$ cat src/rtl/video_timing_gen.sv
// Raster timing generator: free-running h/v counters, draw coordinates for the renderer,
// and a sync/blank delay line that lines the registered sync and data-enable up with the renderer's RGB.
module video_timing_gen #(
    parameter int unsigned H_ACTIVE = 640,
    parameter int unsigned H_FP     = 16,
    parameter int unsigned H_SYNC   = 96,
    parameter int unsigned H_BP     = 48,
    parameter int unsigned V_ACTIVE = 480,
    parameter int unsigned V_FP     = 10,
    parameter int unsigned V_SYNC   = 2,
    parameter int unsigned V_BP     = 33,
    parameter bit          SYNC_POL = 1'b0,
    parameter int unsigned PIPE_DLY = 2
) (
    input  logic        pix_clk,
    input  logic        rst,
    output logic [9:0]  draw_x,
    output logic [9:0]  draw_y,
    output logic        draw_en,
    output logic        line_start,
    output logic        frame_start,
    input  logic [23:0] rgb_in,
    output logic [7:0]  red,
    output logic [7:0]  green,
    output logic [7:0]  blue,
    output logic        hsync,
    output logic        vsync,
    output logic        vde,
    output logic [15:0] frame_cnt
);
    localparam int unsigned CW       = 10;
    localparam int unsigned H_TOTAL  = H_ACTIVE + H_FP + H_SYNC + H_BP;
    localparam int unsigned V_TOTAL  = V_ACTIVE + V_FP + V_SYNC + V_BP;
    localparam int unsigned HS_START = H_ACTIVE + H_FP;
    localparam int unsigned HS_END   = HS_START + H_SYNC;
    localparam int unsigned VS_START = V_ACTIVE + V_FP;
    localparam int unsigned VS_END   = VS_START + V_SYNC;
    localparam logic        SYNC_OFF = ~SYNC_POL;
    // Stage layout {hsync level, vsync level, de}; idle is inactive sync, blanked.
    localparam logic [2:0]  STG_IDLE = {SYNC_OFF, SYNC_OFF, 1'b0};

    logic [CW-1:0] h_cnt;
    logic [CW-1:0] v_cnt;
    logic          h_last;
    logic          v_last;
    logic          de0;
    logic          hs0;
    logic          vs0;
    logic [2:0]    stg0;
    logic [2:0]    dly [PIPE_DLY];
    logic          col_de;
    logic [23:0]   rgb_q;

    assign h_last = (h_cnt == CW'(H_TOTAL - 1));
    assign v_last = (v_cnt == CW'(V_TOTAL - 1));

    // Raster counters and completed-frame count
    always_ff @(posedge pix_clk or posedge rst) begin
        if (rst) begin
            h_cnt     <= '0;
            v_cnt     <= '0;
            frame_cnt <= '0;
        end else if (h_last) begin
            h_cnt <= '0;
            if (v_last) begin
                v_cnt     <= '0;
                frame_cnt <= frame_cnt + 16'd1;
            end else begin
                v_cnt <= v_cnt + CW'(1);
            end
        end else begin
            h_cnt <= h_cnt + CW'(1);
        end
    end

    assign de0  = (h_cnt < CW'(H_ACTIVE)) && (v_cnt < CW'(V_ACTIVE));
    assign hs0  = (h_cnt >= CW'(HS_START)) && (h_cnt < CW'(HS_END));
    assign vs0  = (v_cnt >= CW'(VS_START)) && (v_cnt < CW'(VS_END));
    assign stg0 = {hs0 ? SYNC_POL : SYNC_OFF, vs0 ? SYNC_POL : SYNC_OFF, de0};

    assign draw_x      = h_cnt;
    assign draw_y      = v_cnt;
    assign draw_en     = de0;
    assign line_start  = (h_cnt == '0);
    assign frame_start = (h_cnt == '0) && (v_cnt == '0);

    // Sync/blank delay line; polarity is applied before the first stage so the outputs come straight off flops
    always_ff @(posedge pix_clk or posedge rst) begin
        if (rst) begin
            for (int i = 0; i < int'(PIPE_DLY); i++) begin
                dly[i] <= STG_IDLE;
            end
        end else begin
            dly[0] <= stg0;
            for (int i = 1; i < int'(PIPE_DLY); i++) begin
                dly[i] <= dly[i-1];
            end
        end
    end

    assign hsync = dly[PIPE_DLY-1][2];
    assign vsync = dly[PIPE_DLY-1][1];
    assign vde   = dly[PIPE_DLY-1][0];

    // Mask with the de one stage ahead of the output so colour lands in the same cycle as its vde
    if (PIPE_DLY == 1) begin : g_col_d1
        assign col_de = de0;
    end else begin : g_col_dn
        assign col_de = dly[PIPE_DLY-2][0];
    end

    always_ff @(posedge pix_clk or posedge rst) begin
        if (rst) begin
            rgb_q <= '0;
        end else begin
            rgb_q <= col_de ? rgb_in : 24'd0;
        end
    end

    assign red   = rgb_q[23:16];
    assign green = rgb_q[15:8];
    assign blue  = rgb_q[7:0];

endmodule

$ cat config.mk
export PLATFORM = sky130hd
export DESIGN_NAME = video_timing_gen
export DESIGN_NICKNAME = d
export VERILOG_FILES = /design/src/rtl/video_timing_gen.sv
export SDC_FILE = /design/constraint.sdc
export NUM_CORES = 1
export LEC_CHECK = 0
export ABC_CLOCK_PERIOD_IN_PS = 2270
export CORE_UTILIZATION = 51
export DETAILED_ROUTE_END_ITERATION = 10
export DONT_BUFFER_PORTS = 1
export MAX_ROUTING_LAYER = met4
export PLACE_DENSITY = 0.76
export REMOVE_ABC_BUFFERS = 1
export SLEW_MARGIN = 10
export SYNTH_ARGS = -nofsm -noshare
export SYNTH_HDL_FRONTEND = slang
export SYNTH_SLANG_ARGS = --single-unit
$ cat constraint.sdc
create_clock -name pix_clk -period 2.27 [get_ports pix_clk]
set_input_delay 0.454 -clock pix_clk [delete_from_list [all_inputs] [get_ports pix_clk]]
set_output_delay 0.454 -clock pix_clk [all_outputs]
set_load 0.005 [all_outputs]
==> flow_summary.rst, run 1 <==
.. list-table::
   :header-rows: 1

   * - Metric
     - Value
   * - Net total in the final layout
     - 286
   * - Vertical die dimension
     - roughly 75 microns
   * - Antenna cell count
     - 0
   * - Vias in the first global route
     - 1664
   * - Total of warnings raised by yosys
     - 0
   * - Count of clock tree sinks
     - 66
   * - Net switching power of the design
     - between 400 and 500 uW
   * - Post-synth cell types
     - 39
   * - Worst path arrival time
     - 1.75 ns
   * - Number of remaining DRC errors
     - 0
   * - Portion of the post-synthesis area used by sequential elements
     - about three fifths
   * - Worst Skew
     - a little under 0.009 ns
   * - Register bit count reported by yosys
     - 66
   * - Number of synthesized flops with an enable pin
     - 0
   * - Synthesized area per cell
     - 11.7 sq um
   * - Placed cell count
     - 314
   * - Comb power frac
     - 1.8%
   * - Max-cap check violation count
     - 0
   * - Worst vdd ir
     - roughly 0.00048 V
   * - Tightest hold margin
     - 0.0375 ns
   * - Drt pass-1 iters
     - 4
   * - Detailed router's first-iteration violation count
     - 53
   * - Number of antenna violations at the first check in global routing
     - 0
   * - Asr flop ratio synth
     - 100%
   * - Routability cong.
     - 0.828
   * - Post-layout instance count excluding filler cells
     - 330
   * - Initial cell density of the core
     - 53.3%
   * - Number of port buffers
     - 0
   * - Run status
     - finished clean
   * - Clock slew seen by the registers of the worst setup and hold paths
     - 0.07 ns
   * - Area growth from synthesis to layout
     - 15.3%
   * - Worst-Skew Late Latency
     - 0.34 ns
   * - Dominant register cell in the synthesized netlist
     - dfrtp_1
   * - RR Endpoint
     - frame_cnt[1]
   * - Power density of the placed cells
     - 716 nW/um^2
   * - Number of setup violations in the final report
     - 0
   * - Headroom to the max-slew limit
     - 63.7%
   * - Maximum number of pins on one net before global-route repair
     - 41
   * - Sw Share
     - between 10% and 20%
   * - First-pass GRT wire length
     - 8.14 mm
   * - Area of the die
     - 5660 sq um
   * - Synthesized instance count
     - between 200 and 250
   * - Share of the cycle needed by the critical path after routing
     - 97.1%
   * - Clock root buffer master
     - clkbuf_8
   * - Count of final max-slew check failures
     - 0
   * - Time the final worst path needs with I/O delays and setup
     - ~2.2 ns
   * - Leakage power total
     - 1.43 nW
   * - Largest fanout on the critical path
     - 3
   * - Postcts setup bufs
     - 0
   * - Startpoint types
     - flop
   * - Via-per-instance ratio
     - approximately 5.5
   * - Final Hold Violating Endpoints
     - 0
   * - Core area
     - 5140 sq um
   * - Worst setup slack for register-to-register paths
     - between 0.1 and 0.15 ns
   * - Horizontal die dimension
     - 75.3 microns
   * - Commonest non-fill, non-tap cell in the layout
     - dfrtp_1
   * - Deepest clock path buffer count
     - 2
   * - Inserted Clock Buffers
     - 9
   * - Number of rows created at floorplan
     - 26
   * - Setup repair after global routing missed its margin
     - true
   * - Standard cell area after detailed placement
     - 2930 sq um
   * - Path depth of the worst reg2reg path
     - 4
   * - Netlist Area Pre-Place
     - 2740 sq um
   * - Critical Path RT
     - 1.82 ns
   * - H-tree depth
     - 3
   * - Share of total power in sequential cells
     - 53.5%
   * - R2r startpoint
     - draw_y[4]
   * - Final non-filler cell area
     - 3160 sq um
   * - Clock group share of total power
     - 44.7%
   * - IO Pins
     - 92
   * - Worst hold-check path type
     - in -> async
   * - Commonest cells after routing, fill and taps aside
     - 62 x dfrtp_1, 24 x and2_1, 19 x nor2_1
   * - Antenna-violating nets left
     - 0
   * - Routed WL per cell
     - approximately 16 microns
   * - Slew of the pin with the lowest slew margin
     - 0.543 ns
   * - CTS tree
     - done
   * - Final sum of negative setup slack
     - 0 ns
   * - Total congestion overflow
     - 0
   * - Critical Path End Type
     - output port
   * - Post-DP HPWL
     - 3.71 mm
   * - Via count
     - 1804
   * - Internal portion of total power
     - about 1.8 mW
   * - Worst Setup Path Type
     - reg -> out
   * - Proportion of layout cells with a drive suffix above 1
     - 18.8%
   * - Final Routed Wirelength
     - approximately 5.2 mm
   * - Global-route total usage across every layer
     - 20.8%
   * - Timing-limited maximum frequency
     - 0.454 GHz
## how the worst max path moves through the flow
stage	start	end	slack, ns	cells past startpoint
finish	draw_y[4]	frame_start	0.07	3
global route	draw_x[1]	frame_cnt[15]	-0.008	8
CTS	draw_y[4]	frame_start	0.02	3
detailed placement	draw_y[4]	frame_cnt[13]	0.11	6
global placement	draw_y[4]	frame_cnt[13]	0.18	6
floorplan	draw_x[5]	draw_y[9]	-0.09	4
## cell usage after synthesis, types with 2 or more instances
master    number  share of area (%)
nor3_1         6                1.1
nor2b_1        2               0.46
ha_1           5                2.3
nor4_1         3               0.69
o21ai_0        7                1.3
dfrtp_1       62                 57
clkbuf_1       4               0.55
inv_1         11                1.5
nand4_1        9                2.1
dfstp_2        4                3.8
xor2_1        16                5.1
and2_1        24                5.5
nand2_1       13                1.8
nor2_1        19                2.6
or3_2          2               0.55
and3_1         3               0.69
nand3_1       11                2.0
xnor2_1       10                3.2
and4_1         3               0.96
## critical path: stages (launching register included)
cell and delay (ns):
dfrtp_1 0.38, or4_4 0.57, nor3b_4 0.23, and3_4 0.23
## state kept, by name, summed over array words and instances, names as in the netlist
| signal | count |
|---|---|
| hsync | 1 |
| vsync | 1 |
| col_de | 1 |
| dly | 2 |
| draw_y | 10 |
| vde | 1 |
| frame_cnt | 16 |
| rgb_q | 24 |
| draw_x | 10 |
## kinds of logic (layout without fill, tap and decap cells)
logic type      after synthesis  after routing  synth area share, %
mux                           1              1                0.411
simple gates                106            106                 22.7
buf+inv                      16             42                 2.33
fa+ha+maj                     5              5                 2.29
compound gates               13             13                 2.88
xor+xnor                     27             27                 8.91
flops                        66             66                 60.5
## per-layer routing
layer | vias up | track usage [%] | wire, microns
met5 | - | - | 0
met4 | 0 | 9.26 | 85
met3 | 10 | 8.03 | 567
met2 | 87 | 31.1 | 2350
met1 | 870 | 24.9 | 2200
li1 | 837 | - | -
## power by group through the flow
stage          Sequential (mW)  Combinational (mW)  Clock [mW]
2_1_floorplan             1.23              0.0315           0
4_1_cts                   1.21              0.0442        1.04
5_1_grt                   1.21              0.0493        1.09
6_report                  1.21              0.0416        1.01
3_5_place_dp              1.23              0.0442           0
3_3_place_gp              1.23              0.0433           0
## cell type report
type | instances | area, sq um
Clock inverter | 2 | 35.0
Timing Repair Buffer | 15 | 125
Inverter | 11 | 41.3
Multi-Input combinational cell | 152 | 1040
Clock buffer | 14 | 173
Tap cell | 70 | 87.6
Fill cell | 412 | 1980
Sequential cell | 66 | 1660
## what timing repair did
item / 4_1_cts / 5_1_grt
hold buffers: 0 / 0
pin swaps: 0 / 1
resized for setup: 3 / 1
endpoints found under the setup margin: 1 / 2
## per-stage QoR
| stage | total power, mW | utilization [%] | setup WS, ns |
|---|---|---|---|
| final | 2.26 | 61.4 | 0.0652 |
| after detailed placement | 1.27 | 57.0 | 0.110 |
| after global routing | 2.35 | 61.4 | -0.00810 |
| after CTS | 2.29 | 61.3 | 0.0199 |
| after floorplan | 1.26 | - | -0.0928 |
| after global placement | 1.27 | 57.0 | 0.178 |
Power figures use the tool's default switching activity.
==> run 2, diff against run 1 <==
- ABC_CLOCK_PERIOD_IN_PS: 2270 -> 2600
- PLACE_DENSITY: 0.76 -> 0.73
- clock period: 2.27 -> 2.6 ns (I/O delays scaled with it)
==> run 2 against run 1 <==
Power decreased by 9.9%. Largest cell class unchanged. Non-clock buffer count is 9 lower. Critical path type unchanged. Sequential power shrank 12%. Design area down 2.6%. Largest power group unchanged. Combinational power fell by 16%. Global-route usage fell by 1.5 points.
==> flow_summary.rst, run 2 (same netlist as run 1, synthesis figures left out) <==
.. list-table::
   :header-rows: 1

   * - Metric
     - Value
   * - Clock root buffer master
     - clkbuf_8
   * - Multi-input logic area
     - 1020 sq um (-1.6%)
   * - Via count
     - 1791 (-0.72%)
   * - Timing-limited maximum frequency
     - a little over 0.4 GHz
   * - Clock slew seen by the registers of the worst setup and hold paths
     - 0.07 ns (about the same)
   * - Power density of the placed cells
     - 662 nW/um^2 (-7.5%)
   * - Startpoint types
     - flop
   * - Number of setup violations in the final report
     - 0 (unchanged)
   * - Setup slack at placement
     - 0.320 ns (+0.210 ns)
   * - Vertical die dimension
     - 75.3 microns (unchanged)
   * - Headroom to the max-slew limit
     - 66.0% (+2.2 points)
   * - Worst Path Buf+Inv
     - 1 (+1)
   * - Count of final max-slew check failures
     - 0 (unchanged)
   * - Detailed router's first-iteration violation count
     - 85 (+60%)
   * - Share of total power in sequential cells
     - 51.8% (-1.7 points)
   * - Antenna-violating nets left
     - 0 (unchanged)
   * - Routed WL per cell
     - 15.9 microns (+0.73%)
   * - Worst path cell trace
     - or4_4, nor3b_2, buf_4, and3_1
   * - Internal portion of total power
     - 1.65 mW (-8.7%)
   * - Sw Share
     - 18.9% (-1.0 points)
   * - Worst hold-check path type
     - in -> async
   * - Highest cell delay on the worst timing path
     - 0.57 ns (about the same)
   * - H-tree depth
     - 3 (unchanged)
   * - Inserted Clock Buffers
     - 9 (unchanged)
   * - Setup slack after layout
     - 0.171 ns (+0.105 ns)
   * - Largest register FFs
     - 24 (unchanged)
   * - Run status
     - finished clean
   * - Critical Path End Type
     - output port
   * - Deepest clock path buffer count
     - 2 (unchanged)
   * - Worst Setup Path Type
     - reg -> out
   * - Post-DP HPWL
     - 3.68 mm (-0.84%)
   * - Number of antenna violations at the first check in global routing
     - 0 (unchanged)
   * - Area growth from synthesis to layout
     - 12.3%
   * - Antenna cell count
     - 0 (unchanged)
   * - Maximum number of pins on one net before global-route repair
     - 26 (-37%)
   * - Largest fanout on the critical path
     - 6 (+3)
   * - Horizontal die dimension
     - 75.3 microns (unchanged)
   * - Net total in the final layout
     - 277 (-3.1%)
   * - Final Routed Wirelength
     - 5.09 mm (-2.0%)
   * - Standard cell with the maximum stage delay on the critical path
     - or4_4
   * - Slew of the pin with the lowest slew margin
     - 0.510 ns (-0.0334 ns)
   * - Critical Path RT
     - 2.08 ns (+0.26 ns)
   * - Count of clock tree sinks
     - 66 (unchanged)
   * - Total congestion overflow
     - 0 (unchanged)
   * - Crit path max-delay family
     - simple AND/OR/NAND/NOR gates
   * - Drt pass-1 iters
     - 4 (unchanged)
   * - Initial cell density of the core
     - 53.3% (unchanged)
   * - Footprint of the flip-flops and latches
     - 1660 sq um (unchanged)
   * - Routability cong.
     - 0.787 (-4.9%)
   * - Worst path arrival time
     - 1.91 ns (+0.16 ns)
   * - Clock group share of total power
     - 46.5% (+1.8 points)
   * - First-pass GRT wire length
     - 7.64 mm (-6.1%)
   * - Net switching power of the design
     - 384 uW (-15%)
   * - Number of port buffers
     - 0 (unchanged)
   * - Worst setup slack for register-to-register paths
     - 0.29 ns (+0.17 ns)
   * - Final Hold Violating Endpoints
     - 0 (unchanged)
   * - Worst-Skew Late Latency
     - 0.32 ns (-0.02 ns)
   * - Setup repair after global routing missed its margin
     - false
   * - Via-per-instance ratio
     - 5.58 (+2.1%)
   * - Proportion of layout cells with a drive suffix above 1
     - 14.7% (-4.1 points)
   * - Global-route total usage across every layer
     - 19.2% (-1.5 points)
   * - Core area
     - 5140 sq um (unchanged)
   * - Register ranked first by flip-flop count
     - rgb_q
   * - Commonest non-fill, non-tap cell in the layout
     - dfrtp_1
   * - Share of the cycle needed by the critical path after routing
     - just over 90%
   * - IO Pins
     - 92 (unchanged)
   * - Comb power frac
     - 1.7% (about the same)
   * - CTS tree
     - done
   * - Vias in the first global route
     - 1646 (-1.1%)
   * - Worst Skew
     - 0.0105 ns (+0.00155 ns)
   * - Commonest cells after routing, fill and taps aside
     - 62 x dfrtp_1, 24 x and2_1, 19 x nor2_1
   * - Worst vdd ir
     - 0.000317 V (-34%)
   * - Leakage power total
     - 1.38 nW (-3.3%)
   * - Area of the die
     - 5660 sq um (unchanged)
   * - Number of remaining DRC errors
     - 0 (unchanged)
   * - Number of rows created at floorplan
     - 26 (unchanged)
   * - Postcts setup bufs
     - 0 (unchanged)
   * - Final sum of negative setup slack
     - 0 ns (unchanged)
   * - Biggest regs
     - rgb_q x24, frame_cnt x16
   * - Time the final worst path needs with I/O delays and setup
     - 2.43 ns
   * - Max-cap check violation count
     - 0 (unchanged)
   * - Number of fill cells
     - 439 (+6.6%)
## run 2: timing repair
action                     CTS  global route
hold endpoints to repair     0             0
setup endpoints to repair    0             1
resized for setup            0             1
hold buffers                 0             0
## run 2: cell type report
| class | count | area share (%) |
|---|---|---|
| Clock buffer | 14 | 5.29 |
| Clock inverter | 2 | 1.95 |
| Inverter | 11 | 1.34 |
| Multi-Input combinational cell | 152 | 33.2 |
| Sequential cell | 66 | 53.9 |
| Tap cell | 70 | 2.85 |
| Timing Repair Buffer | 6 | 1.46 |
## run 2: stage by stage
stage	power (mW)	area [sq um]	hold slack [ns]	cells	util, %
floorplan	1.10	2720	0.345	229	-
global placement	1.11	2850	0.347	305	55.4
detailed placement	1.11	2850	0.347	305	55.4
CTS	2.06	3070	0.119	321	59.7
global route	2.12	3080	0.139	321	59.8
finish	2.04	3080	0.107	321	59.8
## run 2: path summary, 6_finish.rpt
check,startpoint,end,cells past startpoint
setup / recovery,draw_y[4],frame_start,4
hold / removal,rst,rgb_q[15],1
setup reg to reg,draw_y[4],frame_cnt[4],5
hold reg to reg,dly[4],vsync,0
max in group asynchronous,rst,draw_y[0],2
min in group pix_clk,rgb_in[19],rgb_q[19],1
## run 2: power by group through the flow
| stage | Combinational [mW] | Clock (mW) | Sequential (mW) |
|---|---|---|---|
| floorplan | 0.0275 | 0 | 1.07 |
| global placement | 0.0360 | 0 | 1.07 |
| detailed placement | 0.0376 | 0 | 1.08 |
| CTS | 0.0378 | 0.968 | 1.06 |
| global route | 0.0421 | 1.02 | 1.06 |
| finish | 0.0351 | 0.946 | 1.06 |
## run 2: per-layer routing
layer | routed length [microns] | GRT usage [%]
met5 | 0 | -
met4 | 61 | 9.47
met3 | 508 | 7.10
met2 | 2410 | 29.9
met1 | 2110 | 21.9
==> run 3, diff against run 2 <==
- CORE_UTILIZATION: 51 -> 41
- CTS_BUF_LIST: not set -> sky130_fd_sc_hd__clkbuf_4
- PLACE_DENSITY: 0.73 -> 0.62
==> run 3 against run 2 <==
Power down 21%. Highest routed layer unchanged. Core utilization down 13 points. Clock power down 44%. Hold slack better by 0.0010 ns. Largest cell class unchanged. Flip-flop and latch count unchanged. Clock-buffer cell count down 5.
==> flow_summary.rst, run 3 (same netlist as run 1, synthesis figures left out) <==
.. list-table::
   :header-rows: 1

   * - Metric
     - Value
   * - Standard cell with the maximum stage delay on the critical path
     - or4_4
   * - Maximum number of pins on one net before global-route repair
     - 36 (+38%)
   * - Utilization after layout
     - 46.8% (-13 points)
   * - Run status
     - finished clean
   * - Horizontal die dimension
     - 83.7 microns (+11%)
   * - Power density of the placed cells
     - 541 nW/um^2 (-18%)
   * - Time the final worst path needs with I/O delays and setup
     - 2.39 ns (-0.0359 ns)
   * - Critical Path RT
     - 2.08 ns (about the same)
   * - Antenna-violating nets left
     - 0 (unchanged)
   * - Largest register FFs
     - 24 (unchanged)
   * - Commonest non-fill, non-tap cell in the layout
     - dfrtp_1
   * - Setup repair after global routing missed its margin
     - false
   * - Max-cap check violation count
     - 0 (unchanged)
   * - Proportion of layout cells with a drive suffix above 1
     - 16.3% (+1.5 points)
   * - Final Hold Violating Endpoints
     - 0 (unchanged)
   * - Number of remaining DRC errors
     - 0 (unchanged)
   * - Worst path arrival time
     - 1.87 ns (-0.04 ns)
   * - Global-route total usage across every layer
     - 16.7% (-2.6 points)
   * - Highest cell delay on the worst timing path
     - 0.52 ns (-0.05 ns)
   * - Path depth of the worst reg2reg path
     - 4 (-1)
   * - Area of the die
     - 7010 sq um (+24%)
   * - Leakage power total
     - 1.35 nW (-2.8%)
   * - H-tree depth
     - 3 (unchanged)
   * - Tightest hold margin
     - 0.108 ns (+0.00103 ns)
   * - Final Routed Wirelength
     - 5.12 mm (+0.51%)
   * - Standard cell area after detailed placement
     - 2880 sq um (+1.3%)
   * - Headroom to the max-slew limit
     - 55.1% (-11 points)
   * - Inserted Clock Buffers
     - 9 (unchanged)
   * - Worst Setup Path Type
     - reg -> out
   * - Worst vdd ir
     - 0.000332 V (+4.5%)
   * - Total congestion overflow
     - 0 (unchanged)
   * - Worst path cell trace
     - or4_4, nor3b_2, and3_1
   * - Clock root buffer master
     - clkbuf_4
   * - Routability cong.
     - 0.809 (+2.7%)
   * - Worst Path Buf+Inv
     - 0 (-1)
   * - Share of the cycle needed by the critical path after routing
     - 92.1% (-1.4 points)
   * - Slew of the pin with the lowest slew margin
     - 0.672 ns (+0.163 ns)
   * - Final non-filler cell area
     - 2990 sq um (-2.7%)
   * - Final sum of negative setup slack
     - 0 ns (unchanged)
   * - CTS tree
     - done
   * - Number of setup violations in the final report
     - 0 (unchanged)
   * - Routed WL per cell
     - 15.6 microns (-1.9%)
   * - Via-per-instance ratio
     - 5.36 (-4.0%)
   * - Number of antenna violations at the first check in global routing
     - 0 (unchanged)
   * - Number of rows created at floorplan
     - 29 (+12%)
   * - Worst-Skew Late Latency
     - 0.38 ns (+0.06 ns)
   * - Worst hold-check path type
     - in -> async
   * - Timing-limited maximum frequency
     - 0.418 GHz (+1.5%)
   * - Deepest clock path buffer count
     - 2 (unchanged)
   * - Count of final max-slew check failures
     - 0 (unchanged)
   * - Register ranked first by flip-flop count
     - rgb_q
   * - IO Pins
     - 92 (unchanged)
   * - Startpoint types
     - flop
   * - Initial cell density of the core
     - 42.9% (-10 points)
   * - Biggest regs
     - rgb_q x24, frame_cnt x16
   * - Commonest cells after routing, fill and taps aside
     - 62 x dfrtp_1, 24 x and2_1, 19 x nor2_1
   * - Via count
     - 1762 (-1.6%)
   * - Core area
     - 6390 sq um (+24%)
   * - Antenna cell count
     - 0 (unchanged)
   * - CTS Hold Buffers Added
     - 0 (unchanged)
   * - Detailed router's first-iteration violation count
     - 49 (-42%)
   * - Post-DP HPWL
     - 3.69 mm (+0.39%)
   * - Crit path max-delay family
     - simple AND/OR/NAND/NOR gates
   * - Net total in the final layout
     - 279 (+0.72%)
   * - Largest fanout on the critical path
     - 5 (-1)
   * - Clock slew seen by the registers of the worst setup and hold paths
     - 0.11 ns (+0.04 ns)
   * - First-pass GRT wire length
     - 8.95 mm (+17%)
   * - R2r startpoint
     - draw_x[5]
   * - Critical Path End Type
     - output port
   * - Drt pass-1 iters
     - 4 (unchanged)
   * - Tot Pwr
     - 1.62 mW (-21%)
   * - RR Endpoint
     - frame_cnt[1]
   * - Vias in the first global route
     - 1766 (+7.3%)
   * - Number of port buffers
     - 0 (unchanged)
   * - Levels on crit path
     - 3 (-1)
   * - Worst Skew
     - 0.00783 ns (-0.00263 ns)
   * - Area growth from synthesis to layout
     - 9.28%
   * - Worst setup slack for register-to-register paths
     - 0.30 ns (about the same)
   * - Count of clock tree sinks
     - 66 (unchanged)
   * - Vertical die dimension
     - 83.7 microns (+11%)
==> run 3: cell count changes in the layout (fill, tap and decap cells not counted) <==
cell and delta:
buf_12 +1, buf_4 +1, bufinv_16 -2, clkbuf_1 -3
clkbuf_4 +9, clkbuf_8 -11, clkinv_2 +4, clkinvlp_4 +2
==> run 3: cell type report <==
| type | instances | area (sq um) |
|---|---|---|
| Sequential cell | 66 | 1660 |
| Clock buffer | 9 | 67.6 |
| Inverter | 11 | 41.3 |
| Timing Repair Buffer | 8 | 72.6 |
| Clock inverter | 6 | 35.0 |
| Multi-Input combinational cell | 152 | 1020 |
| Tap cell | 77 | 96.3 |
| Fill cell | 579 | 3390 |
==> run 3: how the worst max path moves through the flow <==
stage / from / endpoint / slack [ns]
floorplan: draw_x[5] / draw_y[9] / 0.24
global placement: draw_x[5] / frame_cnt[1] / 0.36
detailed placement: draw_x[5] / frame_cnt[1] / 0.32
CTS: draw_y[6] / frame_start / 0.05
global route: draw_y[6] / frame_start / 0.08
finish: draw_y[6] / frame_start / 0.21
==> run 3: where the power goes <==
part	leakage, nW	internal (mW)	switching, mW
combinational	0.461	0.0129	0.0241
clock	0.0573	0.184	0.342
sequential	0.828	1.05	0.00922
total	1.35	1.24	0.375
==> run 3: routing by layer <==
layer / GRT usage (%) / vias to the layer above / part of all wire [%]
li1: - / 812 / -
met1: 20.0 / 860 / 42
met2: 25.1 / 84 / 49
met3: 6.13 / 6 / 8.4
met4: 7.55 / 0 / 1.4
met5: - / - / 0
==> run 3: stage by stage <==
step                setup slack (ns)  instances
global route                  0.0803        329
CTS                           0.0496        329
global placement               0.364        314
detailed placement             0.325        314
floorplan                      0.237        229
finish                         0.207        329
==> run 3: what timing repair did <==
item / 4_1_cts / 5_1_grt
buffers inserted: 0 / 0
hold endpoints to repair: 0 / 0
endpoints found under the setup margin: 0 / 1
gates resized for setup: 0 / 1
